===== src/rtl/xdisp_arb_pkg.sv =====
// rtl/xdisp_arb_pkg.sv - shared data width and drain FSM encodings for xdisp_arb
package xdisp_arb_pkg;

  localparam int DATA_W = 12;
  localparam int CNT_W  = 16;
  localparam int GAP_W  = 8;

  typedef enum logic [1:0] {
    ST_IDLE = 2'd0,
    ST_SEND = 2'd1,
    ST_WAIT = 2'd2
  } state_t;

endpackage


===== src/rtl/xdisp_fifo.sv =====
// rtl/xdisp_fifo.sv - power-of-two circular FIFO with occupancy count and head output
module xdisp_fifo #(
  parameter int DEPTH = 4,
  parameter int WIDTH = 12
) (
  input  logic                     clk,
  input  logic                     rst,
  input  logic                     i_push,
  input  logic [WIDTH-1:0]         i_data,
  input  logic                     i_pop,
  output logic                     o_full,
  output logic                     o_empty,
  output logic [WIDTH-1:0]         o_head,
  output logic [$clog2(DEPTH):0]   o_count
);

  localparam int AW = $clog2(DEPTH);
  localparam logic [AW:0] L_FULL = (AW+1)'(DEPTH);

  logic [WIDTH-1:0] r_mem [DEPTH];
  logic [AW-1:0]    r_wr_ptr;
  logic [AW-1:0]    r_rd_ptr;
  logic [AW:0]      r_count;
  logic             w_do_push;
  logic             w_do_pop;

  assign o_full    = (r_count == L_FULL);
  assign o_empty   = (r_count == '0);
  assign o_head    = r_mem[r_rd_ptr];
  assign o_count   = r_count;
  assign w_do_push = i_push && !o_full;
  assign w_do_pop  = i_pop && !o_empty;

  // Storage array; contents need no reset because the pointers define validity
  always_ff @(posedge clk) begin
    if (w_do_push) r_mem[r_wr_ptr] <= i_data;
  end

  // Pointers wrap naturally at DEPTH; count holds on simultaneous push and pop
  always_ff @(posedge clk or posedge rst) begin
    if (rst) begin
      r_wr_ptr <= '0;
      r_rd_ptr <= '0;
      r_count  <= '0;
    end else begin
      if (w_do_push) r_wr_ptr <= r_wr_ptr + 1'b1;
      if (w_do_pop)  r_rd_ptr <= r_rd_ptr + 1'b1;
      case ({w_do_push, w_do_pop})
        2'b10:   r_count <= r_count + 1'b1;
        2'b01:   r_count <= r_count - 1'b1;
        default: r_count <= r_count;
      endcase
    end
  end

endmodule


===== src/rtl/xdisp_arb.sv =====
// rtl/xdisp_arb.sv - two-requester round-robin character arbiter draining a FIFO to a display sink; XDISP_ARB_CNT_EN enables char_cnt
module xdisp_arb
  import xdisp_arb_pkg::*;
#(
  parameter int DEPTH = 4,
  parameter int GAP   = 2
) (
  input  logic              clk,
  input  logic              rst,
  input  logic              req0_valid,
  input  logic [DATA_W-1:0] req0_data,
  output logic              req0_ready,
  input  logic              req1_valid,
  input  logic [DATA_W-1:0] req1_data,
  output logic              req1_ready,
  output logic              disp_sel,
  output logic [DATA_W-1:0] disp_data,
  output logic              busy,
  output logic [CNT_W-1:0]  char_cnt
);

  localparam int AW = $clog2(DEPTH);
  localparam logic [GAP_W-1:0] L_GAP_LOAD = (GAP > 0) ? GAP_W'(GAP - 1) : '0;

  state_t            r_state;
  state_t            w_next;
  logic              r_rr;
  logic [GAP_W-1:0]  r_gap_cnt;
  logic              w_grant0;
  logic              w_grant1;
  logic              w_push;
  logic              w_pop;
  logic              w_more;
  logic [DATA_W-1:0] w_push_data;
  logic              w_full;
  logic              w_empty;
  logic [DATA_W-1:0] w_head;
  logic [AW:0]       w_count;

  // rr selects requester 1 only when both are valid; a full FIFO blocks everyone
  assign w_grant1    = req1_valid && (!req0_valid || r_rr);
  assign w_grant0    = req0_valid && !w_grant1;
  assign req0_ready  = w_grant0 && !w_full;
  assign req1_ready  = w_grant1 && !w_full;
  assign w_push      = req0_ready || req1_ready;
  assign w_push_data = req1_ready ? req1_data : req0_data;
  assign w_pop       = (r_state == ST_SEND);
  // FIFO still holds something after this cycle's pop (a same-cycle push counts)
  assign w_more      = (w_count > (AW+1)'(1)) || w_push;

  xdisp_fifo #(
    .DEPTH (DEPTH),
    .WIDTH (DATA_W)
  ) u_fifo (
    .clk     (clk),
    .rst     (rst),
    .i_push  (w_push),
    .i_data  (w_push_data),
    .i_pop   (w_pop),
    .o_full  (w_full),
    .o_empty (w_empty),
    .o_head  (w_head),
    .o_count (w_count)
  );

  // Round-robin pointer flips after every accepted character
  always_ff @(posedge clk or posedge rst) begin
    if (rst)         r_rr <= 1'b0;
    else if (w_push) r_rr <= ~r_rr;
  end

  // Drain FSM state register
  always_ff @(posedge clk or posedge rst) begin
    if (rst) r_state <= ST_IDLE;
    else     r_state <= w_next;
  end

  // Drain FSM next-state logic
  always_comb begin
    w_next = r_state;
    case (r_state)
      ST_IDLE: if (!w_empty) w_next = ST_SEND;
      ST_SEND: begin
        if (GAP > 0)     w_next = ST_WAIT;
        else if (w_more) w_next = ST_SEND;
        else             w_next = ST_IDLE;
      end
      ST_WAIT: if (r_gap_cnt == '0) w_next = ST_IDLE;
      default: w_next = ST_IDLE;
    endcase
  end

  // Gap down-counter: loaded on SEND so WAIT spans exactly GAP cycles
  always_ff @(posedge clk or posedge rst) begin
    if (rst)                                          r_gap_cnt <= '0;
    else if (r_state == ST_SEND)                      r_gap_cnt <= L_GAP_LOAD;
    else if (r_state == ST_WAIT && r_gap_cnt != '0)   r_gap_cnt <= r_gap_cnt - 1'b1;
  end

  // Drain FSM outputs; data is forced to zero outside the select pulse
  always_comb begin
    disp_sel  = (r_state == ST_SEND);
    disp_data = disp_sel ? w_head : '0;
    busy      = !w_empty || (r_state != ST_IDLE);
  end

`ifdef XDISP_ARB_CNT_EN
  logic [CNT_W-1:0] r_char_cnt;

  // Count every SEND cycle, wrapping at the counter width
  always_ff @(posedge clk or posedge rst) begin
    if (rst)                     r_char_cnt <= '0;
    else if (r_state == ST_SEND) r_char_cnt <= r_char_cnt + 1'b1;
  end

  assign char_cnt = r_char_cnt;
`else
  assign char_cnt = '0;
`endif

endmodule


===== config.mk =====
export PLATFORM = sky130hd
export DESIGN_NAME = xdisp_arb
export DESIGN_NICKNAME = d
export VERILOG_FILES = /design/src/rtl/xdisp_arb_pkg.sv /design/src/rtl/xdisp_fifo.sv /design/src/rtl/xdisp_arb.sv
export SDC_FILE = /design/constraint.sdc
export NUM_CORES = 1
export LEC_CHECK = 0
export BUFFER_PORTS_ARGS = -buffer_cell sky130_fd_sc_hd__buf_4
export CELL_PAD_IN_SITES_DETAIL_PLACEMENT = 0
export CELL_PAD_IN_SITES_GLOBAL_PLACEMENT = 1
export CORE_MARGIN = 3
export CORE_UTILIZATION = 47
export CTS_BUF_LIST = sky130_fd_sc_hd__clkbuf_4
export DETAILED_ROUTE_END_ITERATION = 6
export PLACE_DENSITY = 0.91
export SLEW_MARGIN = 25
export SYNTH_ARGS = -nofsm -noshare
export SYNTH_HDL_FRONTEND = slang
export SYNTH_SLANG_ARGS = --single-unit

===== constraint.sdc =====
create_clock -name clk -period 2.5 [get_ports clk]
set_input_delay 0.25 -clock clk [delete_from_list [all_inputs] [get_ports clk]]
set_output_delay 0.25 -clock clk [all_outputs]
set_load 0.1 [all_outputs]

# After elaboration in Yosys (flattened, before gate mapping)
# Memory sizes are Yosys's and may differ from the RTL's.
# Index checks and enable logic that the tools add are counted.
# op_classes
n_addsub,5
eq_ne,7
mux,10
n_bitwise,1
n_reduce_logical,22
# ops
op,count
12-bit two-way mux,2
8-bit two-way mux,2
8-bit logical NOT,1
8-bit nonzero test,1
"8-bit by 1-bit subtractor with 8-bit output, second input constant",1
1-bit logical AND,7
2-bit case mux with 3 select lines,1
3-bit case mux with 2 select lines,1
2-bit nonzero test,3
"2-bit by 1-bit adder with 2-bit output, second input constant",2
"2-bit by 1-bit equality test with 1-bit output, second input constant",2
"2-bit equality test, second input constant",2
1-bit logical NOT,4
2-bit two-way mux,2
"2-bit inequality test, second input constant",2
"3-bit by 1-bit adder with 3-bit output, second input constant",1
"3-bit equality test, second input constant",1
3-bit logical NOT,1
1-bit logical OR,3
"3-bit by 1-bit subtractor with 3-bit output, second input constant",1
2-bit logical NOT,1
1-bit two-way mux,2
2-bit AND reduction,1
1-bit NOT,1
# word_totals
reg_bits,18
mem_bits_rw,48
out_inout_bits,32
mem_count,1
# memory_table
memory,words,word_bits,read_ports,rd_clocked_by_memory_dff,wr,line,text
u_fifo.r_mem,4,12,1,0,1,xdisp_fifo.sv:20,logic [WIDTH-1:0] r_mem [DEPTH];

# Longest topological paths before layout
# Gate-level depths: netlist of the first run.
# depth
word_depth,10
ltp_mapped,10

# By module
# Synthesis of the first run repeated with hierarchy kept, for this count alone.
# hier_totals
cells_unflattened,204
hier_area_um2,3129.3
# by_module_without_submodules
module,instances,cells_per_inst,area_per_inst_um2,seq_area_each_um2
xdisp_fifo,1,101,2192.1,1616.6
xdisp_arb,1,103,937.1,275.3

# Least setup slack after synthesis of the first run
# No wires, ideal clock.
# synth_timing
path_type,register to output
from,register u_fifo.r_rd_ptr[0]
to,output port disp_data[10]
arrival_time_ns,2.360
path_slack_ns,-0.110
stages_incl_launch_ff,5
n_path_buf,2
cell_sequence,dfrtp_1 > buf_2 > buf_4 > mux4_2 > nor2b_1
# synth_between
elab_chain_cells,2
# synth_rtl
element,line,text
start: declaration,xdisp_fifo.sv:22,logic [AW-1:0] r_rd_ptr;
start signal: assignment,xdisp_fifo.sv:47,if (w_do_pop) r_rd_ptr <= r_rd_ptr + 1'b1;
memory 4 x 12 bit,n/a,
12-bit two-way mux,xdisp_arb.sv:103,disp_data = disp_sel ? w_head : '0;
end: declaration,xdisp_arb.sv:17,"output logic [DATA_W-1:0] disp_data,"
# Every way passes these cells.

# Worst setup path after layout of the first run
# layout_timing
from,"register u_fifo.r_count[0], in the netlist u_fifo.o_count[0]"
to,"register u_fifo.r_count[2], in the netlist u_fifo.o_count[2]"
# layout_between
elab_chain_cells,7
# layout_rtl
element,line,text
start: declaration,xdisp_fifo.sv:23,logic [AW:0] r_count;
start signal: assignment,xdisp_fifo.sv:49,2'b10: r_count <= r_count + 1'b1;
start signal: assignment,xdisp_fifo.sv:50,2'b01: r_count <= r_count - 1'b1;
start signal: assignment,xdisp_fifo.sv:51,default: r_count <= r_count;
3-bit equality test,xdisp_fifo.sv:27,assign o_full = (r_count == L_FULL);
1-bit logical NOT,"xdisp_fifo.sv:31, xdisp_arb.sv:43, xdisp_arb.sv:44",
1-bit logical AND (on tied branches),"xdisp_arb.sv:43, xdisp_arb.sv:44",
1-bit logical OR,xdisp_arb.sv:45,assign w_push = req0_ready || req1_ready;
1-bit logical AND,xdisp_fifo.sv:31,assign w_do_push = i_push && !o_full;
2-bit by 1-bit equality test with 1-bit output / 2-bit equality test (equally long branches),xdisp_fifo.sv:48,"case ({w_do_push, w_do_pop})"
3-bit case mux with 2 select lines / 2-bit nonzero test (equally long branches),n/a,
# Parallel ways exist; a longest one is shown, timed or not.
# A chain may end at the register's enable or synchronous reset.

==> results.sh, run 1 <==
export IMPL_vias_per_cell=5.20
export IMPL_power_share_switching_pct=44.2
export IMPL_place_congestion=0.758
export IMPL_synth_top_cells_by_area="edfxtp_1 (46%), dfrtp_1 (14%), mux4_2 (8.5%), mux2_1 (4.6%), buf_4 (4.3%)"
export IMPL_p_clk_share_pct=13.9
export IMPL_route_met2_wl_mm=2.75
export IMPL_p_per_area_nw_per_um2=1330
export IMPL_overflow=0
export IMPL_maxSlewHeadroom_pct=54.4
export IMPL_antenna_found_initial=0
export IMPL_post_place_ws_ns=0.278
export IMPL_path_max_fanout=8
export IMPL_synth_top_area_share_pct=45.6
export IMPL_outcome="finished, final reports clean"
export IMPL_leakage_nw=1.49
export IMPL_async_flop_share_pct=27.3
export IMPL_drcViolationCount=0
export IMPL_clock_latency_ns=0.41
export IMPL_grtUsageTotal_pct=15.7
export IMPL_vias=1816
export IMPL_syn_cell_area_um2=3160
export IMPL_final_cell_count_no_fill=349
export IMPL_die_area_um2=7750
export IMPL_utilization_pct=57.1
export IMPL_final_nets=303
export IMPL_ys_ff_latch=66
export IMPL_maxUsedRoutingLayer="met4"
export IMPL_io_buffers=43
export IMPL_crit_path_end_kind="flip-flop"
export IMPL_seqPwrFrac_pct=37.9
export IMPL_reg2reg_from="u_fifo.o_count[0]"
export IMPL_die_w_um=88.0
export IMPL_worstSetupPathType="flip-flop to flip-flop"
export IMPL_grt_max_degree=21
export IMPL_syn_inst=219
export IMPL_synthTopCellsByCount="edfxtp_1 (48), buf_4 (18), dfrtp_1 (18)"
export IMPL_finalSetupTns_ns=0
export IMPL_routed_wl_met3_um=248
export IMPL_first_iter_violations=125
export IMPL_grt_pass1_wl_mm=8.91
export IMPL_firstDrtPassIters=4
export IMPL_grt_pass1_vias=1910
export IMPL_antennaDiodeCount=0
export IMPL_yosys_area_top_type="edfxtp_1"
export IMPL_antenna_left=0
export IMPL_seq_area_frac_synth_pct=59.8
export IMPL_cts_root_buf="clkbuf_4"
export IMPL_power_switching_mw=2.16
export IMPL_area_growth_pct=15.9
export IMPL_coreArea_um2=6420
export IMPL_wirelength_mm=5.31
export IMPL_hold_class="input pin to flip-flop"
export IMPL_tightest_slew_ns=0.683
export IMPL_comb_power_share_pct=48.2
export IMPL_num_rows=29
export IMPL_drv_slew=0
export IMPL_setup_viol=0
export IMPL_fillers=516
export IMPL_design_area_um2=3670
export IMPL_critPathLaunchType="flip-flop"
export IMPL_rsz0062_at_grt="no"
export IMPL_holdCritStartpoint="req1_data[5]"
export IMPL_die_h_um=88.0
export IMPL_yosysMostFrequentCell="edfxtp_1"
export IMPL_met1_length_mm=2.20
export IMPL_cts_resized=0
export IMPL_cts_clk_slew_worst_paths_ns=0.12
export IMPL_cts_buffers=9
export IMPL_clock_fmax_mhz=444
export IMPL_synth_edf_count=48
export IMPL_clock_sinks=66
export IMPL_yosysWarnings=0
export IMPL_synthFlopType="edfxtp_1"
export IMPL_arrival_ns=2.58
export IMPL_place_inst=332
export IMPL_cp_required_ns=2.83
export IMPL_fin_crit_sh_pct=90.1
export IMPL_placed_area_um2=3520
export IMPL_synth_cell_types=41
export IMPL_final_min_clock_period_ns=2.25
export IMPL_cts_max_path_buffers=2
export IMPL_start_util_pct=49.2
export IMPL_hpwl_mm=3.62
export IMPL_post_synth_cell_area_avg_um2=14.4
export IMPL_design_portCount=60
export IMPL_layout_drive_gt1_share_pct=33.1
export IMPL_htree_levels=3
export IMPL_startpoint="u_fifo.o_count[0]"
export IMPL_cts_tree="done"
export IMPL_irDropWorstVdd_mv=0.808
export IMPL_final_setup_skew_ns=0.00918
export IMPL_final_setup_worst_slack_ns=0.248
export IMPL_cap_violations=0
export IMPL_internal_power_mw=2.73
export IMPL_avgRoutedWirePerCell_um=15.2
export IMPL_finalHoldViolations=0
metrics by stage:
| step | hold slack [ns] | power, mW |
|---|---|---|
| final | 0.198 | 4.89 |
| after global routing | 0.180 | 5.20 |
| after CTS | 0.171 | 4.95 |
| after detailed placement | 0.406 | 4.26 |
| after global placement | 0.410 | 4.21 |
| after floorplan | 0.189 | 3.79 |
sequential cells by signal (all words and copies together) (netlist names):
name and cells:
u_fifo.r_mem 48, r_gap_cnt 8, u_fifo.o_count 3, r_state 2, u_fifo.r_rd_ptr 2, u_fifo.r_wr_ptr 2, r_rr 1
power groups by stage:
stage / sequential (mW) / clock [mW] / combinational [mW]
global route: 1.90 / 0.747 / 2.55
floorplan: 1.75 / 0 / 2.04
CTS: 1.85 / 0.704 / 2.39
detailed placement: 1.88 / 0 / 2.38
global placement: 1.85 / 0 / 2.36
finish: 1.85 / 0.682 / 2.36
worst paths after layout:
path	endpoint	slack [ns]	cells past startpoint
min in group asynchronous	r_gap_cnt[1]	0.50	3
max in group asynchronous	r_gap_cnt[7]	1.56	3
max reg2reg	u_fifo.o_count[2]	0.25	9
min reg2reg	r_rr	0.49	1
min	u_fifo.r_mem[1][5]	0.20	2
max	u_fifo.o_count[2]	0.25	9
area by class of cell:
type | instances | area, um2 | share of cell area (%)
sequential | 66 | 1890 | 51.6
clock buffer | 9 | 67.6 | 1.84
clock inverter | 7 | 70.1 | 1.91
timing repair buffer | 48 | 363 | 9.89
tap | 77 | 96.3 | 2.63
inverter | 13 | 48.8 | 1.33
multi-input combinational | 129 | 1130 | 30.8
kinds of logic after synthesis:
logic type	count (synthesis)	synth area share (%)
AOI/OAI and AO/OA	12	2.85
xor gates and xnor gates	7	1.94
adders and majority gates	8	3.40
buffers and inverters	39	6.88
DFF	66	59.8
muxes	29	14.4
other	1	0.119
and+or+nand+nor	57	10.6
critical path, stage by stage, from the launching register on:
cell     delay (ns)
dfrtp_1        0.44
or3b_1         0.42
o21a_1         0.22
inv_2          0.07
ha_1           0.17
inv_1          0.06
fa_1           0.37
xor2_1         0.15
nor2_1         0.11
xor2_1         0.17
routing by layer:
metal	vias to the layer above	track usage (%)
met1	890	19.3
met5	-	0
li1	858	-
met3	11	3.67
met2	57	25.8
met4	0	8.79
what timing repair did:
item | 4_1_cts | 5_1_grt
endpoints found under the hold margin | 18 | 0
setup buffers | 0 | 0
hold buffers | 1 | 0
placed cells by master (no fill, tap or decap), types with 2 or more instances in the layout:
cell / synthesis / routed
edfxtp_1: 48 / 48
buf_4: 18 / 47
dfrtp_1: 18 / 18
conb_1: 1 / 16
mux2_1: 13 / 13
mux4_2: 12 / 12
inv_1: 11 / 11
nand2_1: 10 / 10
clkbuf_4: 0 / 9
nor2b_2: 0 / 8
ha_1: 7 / 7
nor2_1: 6 / 6
nor2b_1: 13 / 5
and2_1: 5 / 5
xor2_1: 5 / 5
mux2i_1: 4 / 4
nor3_1: 4 / 4
and3_1: 3 / 3
nand2b_1: 3 / 3
nand3_1: 3 / 3
clkinvlp_4: 0 / 3
or3b_1: 2 / 2
o21ai_1: 2 / 2
nor4_1: 2 / 2
o22ai_1: 2 / 2
inv_2: 2 / 2
xnor2_1: 2 / 2
(Power assumes the default switching activity.)
==> inputs of run 2 (changes only) <==
- CORE_ASPECT_RATIO: not set -> 1.5
==> run 2 against run 1 <==
Against the previous run:
- power is 5.4% higher
- sequential share of layout area fell by 1.0 points
- register-to-register slack barely moved
- critical path type unchanged
- largest cell class unchanged
- die area increased by 0.26%
- setup slack got worse by 0.0036 ns
- global-route usage decreased by 0.36 points
- worst hold slack better by 0.0019 ns
- combinational power increased by 3%
- wire length rose by 2.6%
- flip-flop and latch count stayed put
- cell count up 0.57%
- via count increased by 0.77%
- highest routed layer unchanged
- largest power group unchanged
==> results.sh, run 2 (same netlist as run 1, synthesis figures left out) <==
export IMPL_outcome="finished, final reports clean"
export IMPL_final_setup_worst_slack_ns=0.244
export IMPL_slowest_stage="dfrtp_1"
export IMPL_fin_crit_sh_pct=90.2
export IMPL_post_place_ws_ns=0.269
export IMPL_clock_sinks=66
export IMPL_final_cell_count_no_fill=351
export IMPL_wirelength_mm=5.45
export IMPL_irDropWorstVdd_mv=0.825
export IMPL_path_max_fanout=8
export IMPL_final_setup_skew_ns=0.0162
export IMPL_grt_pass1_wl_mm=8.87
export IMPL_largest_register_ffs=48
export IMPL_antenna_left=0
export IMPL_path_buf_inv=2
export IMPL_area_growth_pct=18.3
export IMPL_overflow=0
export IMPL_crit_path_end_kind="flip-flop"
export IMPL_leakage_nw=1.53
export IMPL_p_per_area_nw_per_um2=1380
export IMPL_cts_resized=0
export IMPL_first_iter_violations=62
export IMPL_grt_max_degree=21
export IMPL_antennaDiodeCount=0
export IMPL_die_area_um2=7770
export IMPL_cts_tree="done"
export IMPL_grt_pass1_vias=1842
export IMPL_htree_levels=3
export IMPL_clock_fmax_mhz=443
export IMPL_antenna_found_initial=0
export IMPL_cts_root_buf="clkbuf_4"
export IMPL_cts_clk_slew_worst_paths_ns=0.12
export IMPL_placed_area_um2=3540
export IMPL_cp_cell_sequence="or3b_1 > o21a_1 > inv_2 > ha_1 > inv_1 > fa_1 > xor2_1 > nor2_1 > xor2_1"
export IMPL_firstDrtPassIters=4
export IMPL_finalSetupTns_ns=0
export IMPL_arrival_ns=2.57
export IMPL_vias_per_cell=5.21
export IMPL_vias=1830
export IMPL_layout_drive_gt1_share_pct=34.2
export IMPL_design_area_um2=3740
export IMPL_die_h_um=106
export IMPL_hold_class="input pin to flip-flop"
export IMPL_hpwl_mm=3.89
export IMPL_avgRoutedWirePerCell_um=15.5
export IMPL_coreArea_um2=6530
export IMPL_slowest_delay_ns=0.44
export IMPL_drcViolationCount=0
export IMPL_num_rows=36
export IMPL_whs_ns=0.200
export IMPL_final_min_clock_period_ns=2.26
export IMPL_maxSlewHeadroom_pct=50.6
export IMPL_io_buffers=43
export IMPL_cts_max_path_buffers=2
export IMPL_design_portCount=60
export IMPL_start_util_pct=48.4
export IMPL_die_w_um=73.0
export IMPL_worst_path_most_repeated_cell="xor2_1"
export IMPL_cts_buffers=9
export IMPL_final_nets=306
export IMPL_final_cell_mix="buf_4 (50), edfxtp_1 (48), dfrtp_1 (18)"
export IMPL_place_congestion=0.785
export IMPL_final_common_cell="buf_4"
export IMPL_drv_slew=0
export IMPL_setup_viol=0
export IMPL_place_inst=334
export IMPL_top_register="u_fifo.r_mem"
export IMPL_rsz0062_at_grt="no"
export IMPL_grtUsageTotal_pct=15.4
export IMPL_cap_violations=0
export IMPL_critPathLaunchType="flip-flop"
export IMPL_clock_latency_ns=0.39
export IMPL_fillers=518
export IMPL_tightest_slew_ns=0.740
export IMPL_worstSetupPathType="flip-flop to flip-flop"
export IMPL_finalHoldViolations=0
export IMPL_critPathTopFamily="simple AND/OR/NAND/NOR gates"
export IMPL_cp_required_ns=2.82
-- run 2: layout make-up --
cell class | instances | area [um2] | area share [%]
sequential | 66 | 1890 | 50.6
multi-input combinational | 129 | 1130 | 30.2
timing repair buffer | 51 | 385 | 10.3
clock inverter | 6 | 115 | 3.08
tap | 76 | 95.1 | 2.54
clock buffer | 10 | 75.1 | 2.01
inverter | 13 | 48.8 | 1.30
-- run 2: final timing paths --
| kind | start | endpoint | slack (ns) | cells after the start |
|---|---|---|---|---|
| hold reg to reg | r_rr | r_rr | 0.49 | 1 |
| hold / removal | req1_data[6] | u_fifo.r_mem[0][6] | 0.20 | 2 |
| max in group asynchronous | rst | r_gap_cnt[0] | 1.48 | 3 |
| min in group asynchronous | rst | u_fifo.r_wr_ptr[0] | 0.53 | 3 |
| setup / recovery | u_fifo.o_count[0] | u_fifo.o_count[2] | 0.24 | 9 |
| setup reg to reg | u_fifo.o_count[0] | u_fifo.o_count[2] | 0.24 | 9 |
-- run 2: stage by stage --
step / util [%] / power (mW)
global route: 57.3 / 5.45
global placement: 54.2 / 4.24
detailed placement: 54.2 / 4.31
CTS: 57.3 / 5.22
finish: 57.3 / 5.16
floorplan: - / 3.79
-- run 2: power breakdown --
| group | total, mW | switching [mW] | internal, mW |
|---|---|---|---|
| Combinational | 2.42 | 1.58 | 0.837 |
| Clock | 0.902 | 0.381 | 0.521 |
| Sequential | 1.84 | 0.224 | 1.62 |
-- run 2: timing repair --
item	in CTS	in global routing
hold endpoints to repair	11	0
hold buffers	1	0
buffers inserted	0	0
-- run 2: layer usage --
metal  wire length, um  track usage, %  vias up  part of all wire, %
li1                  -               -      866                    -
met1              2180            18.4      899                   40
met2              2910            25.4       54                   53
met3               225            3.78       11                  4.1
met4               129            7.39        0                  2.4
met5                 0               0        -                    0
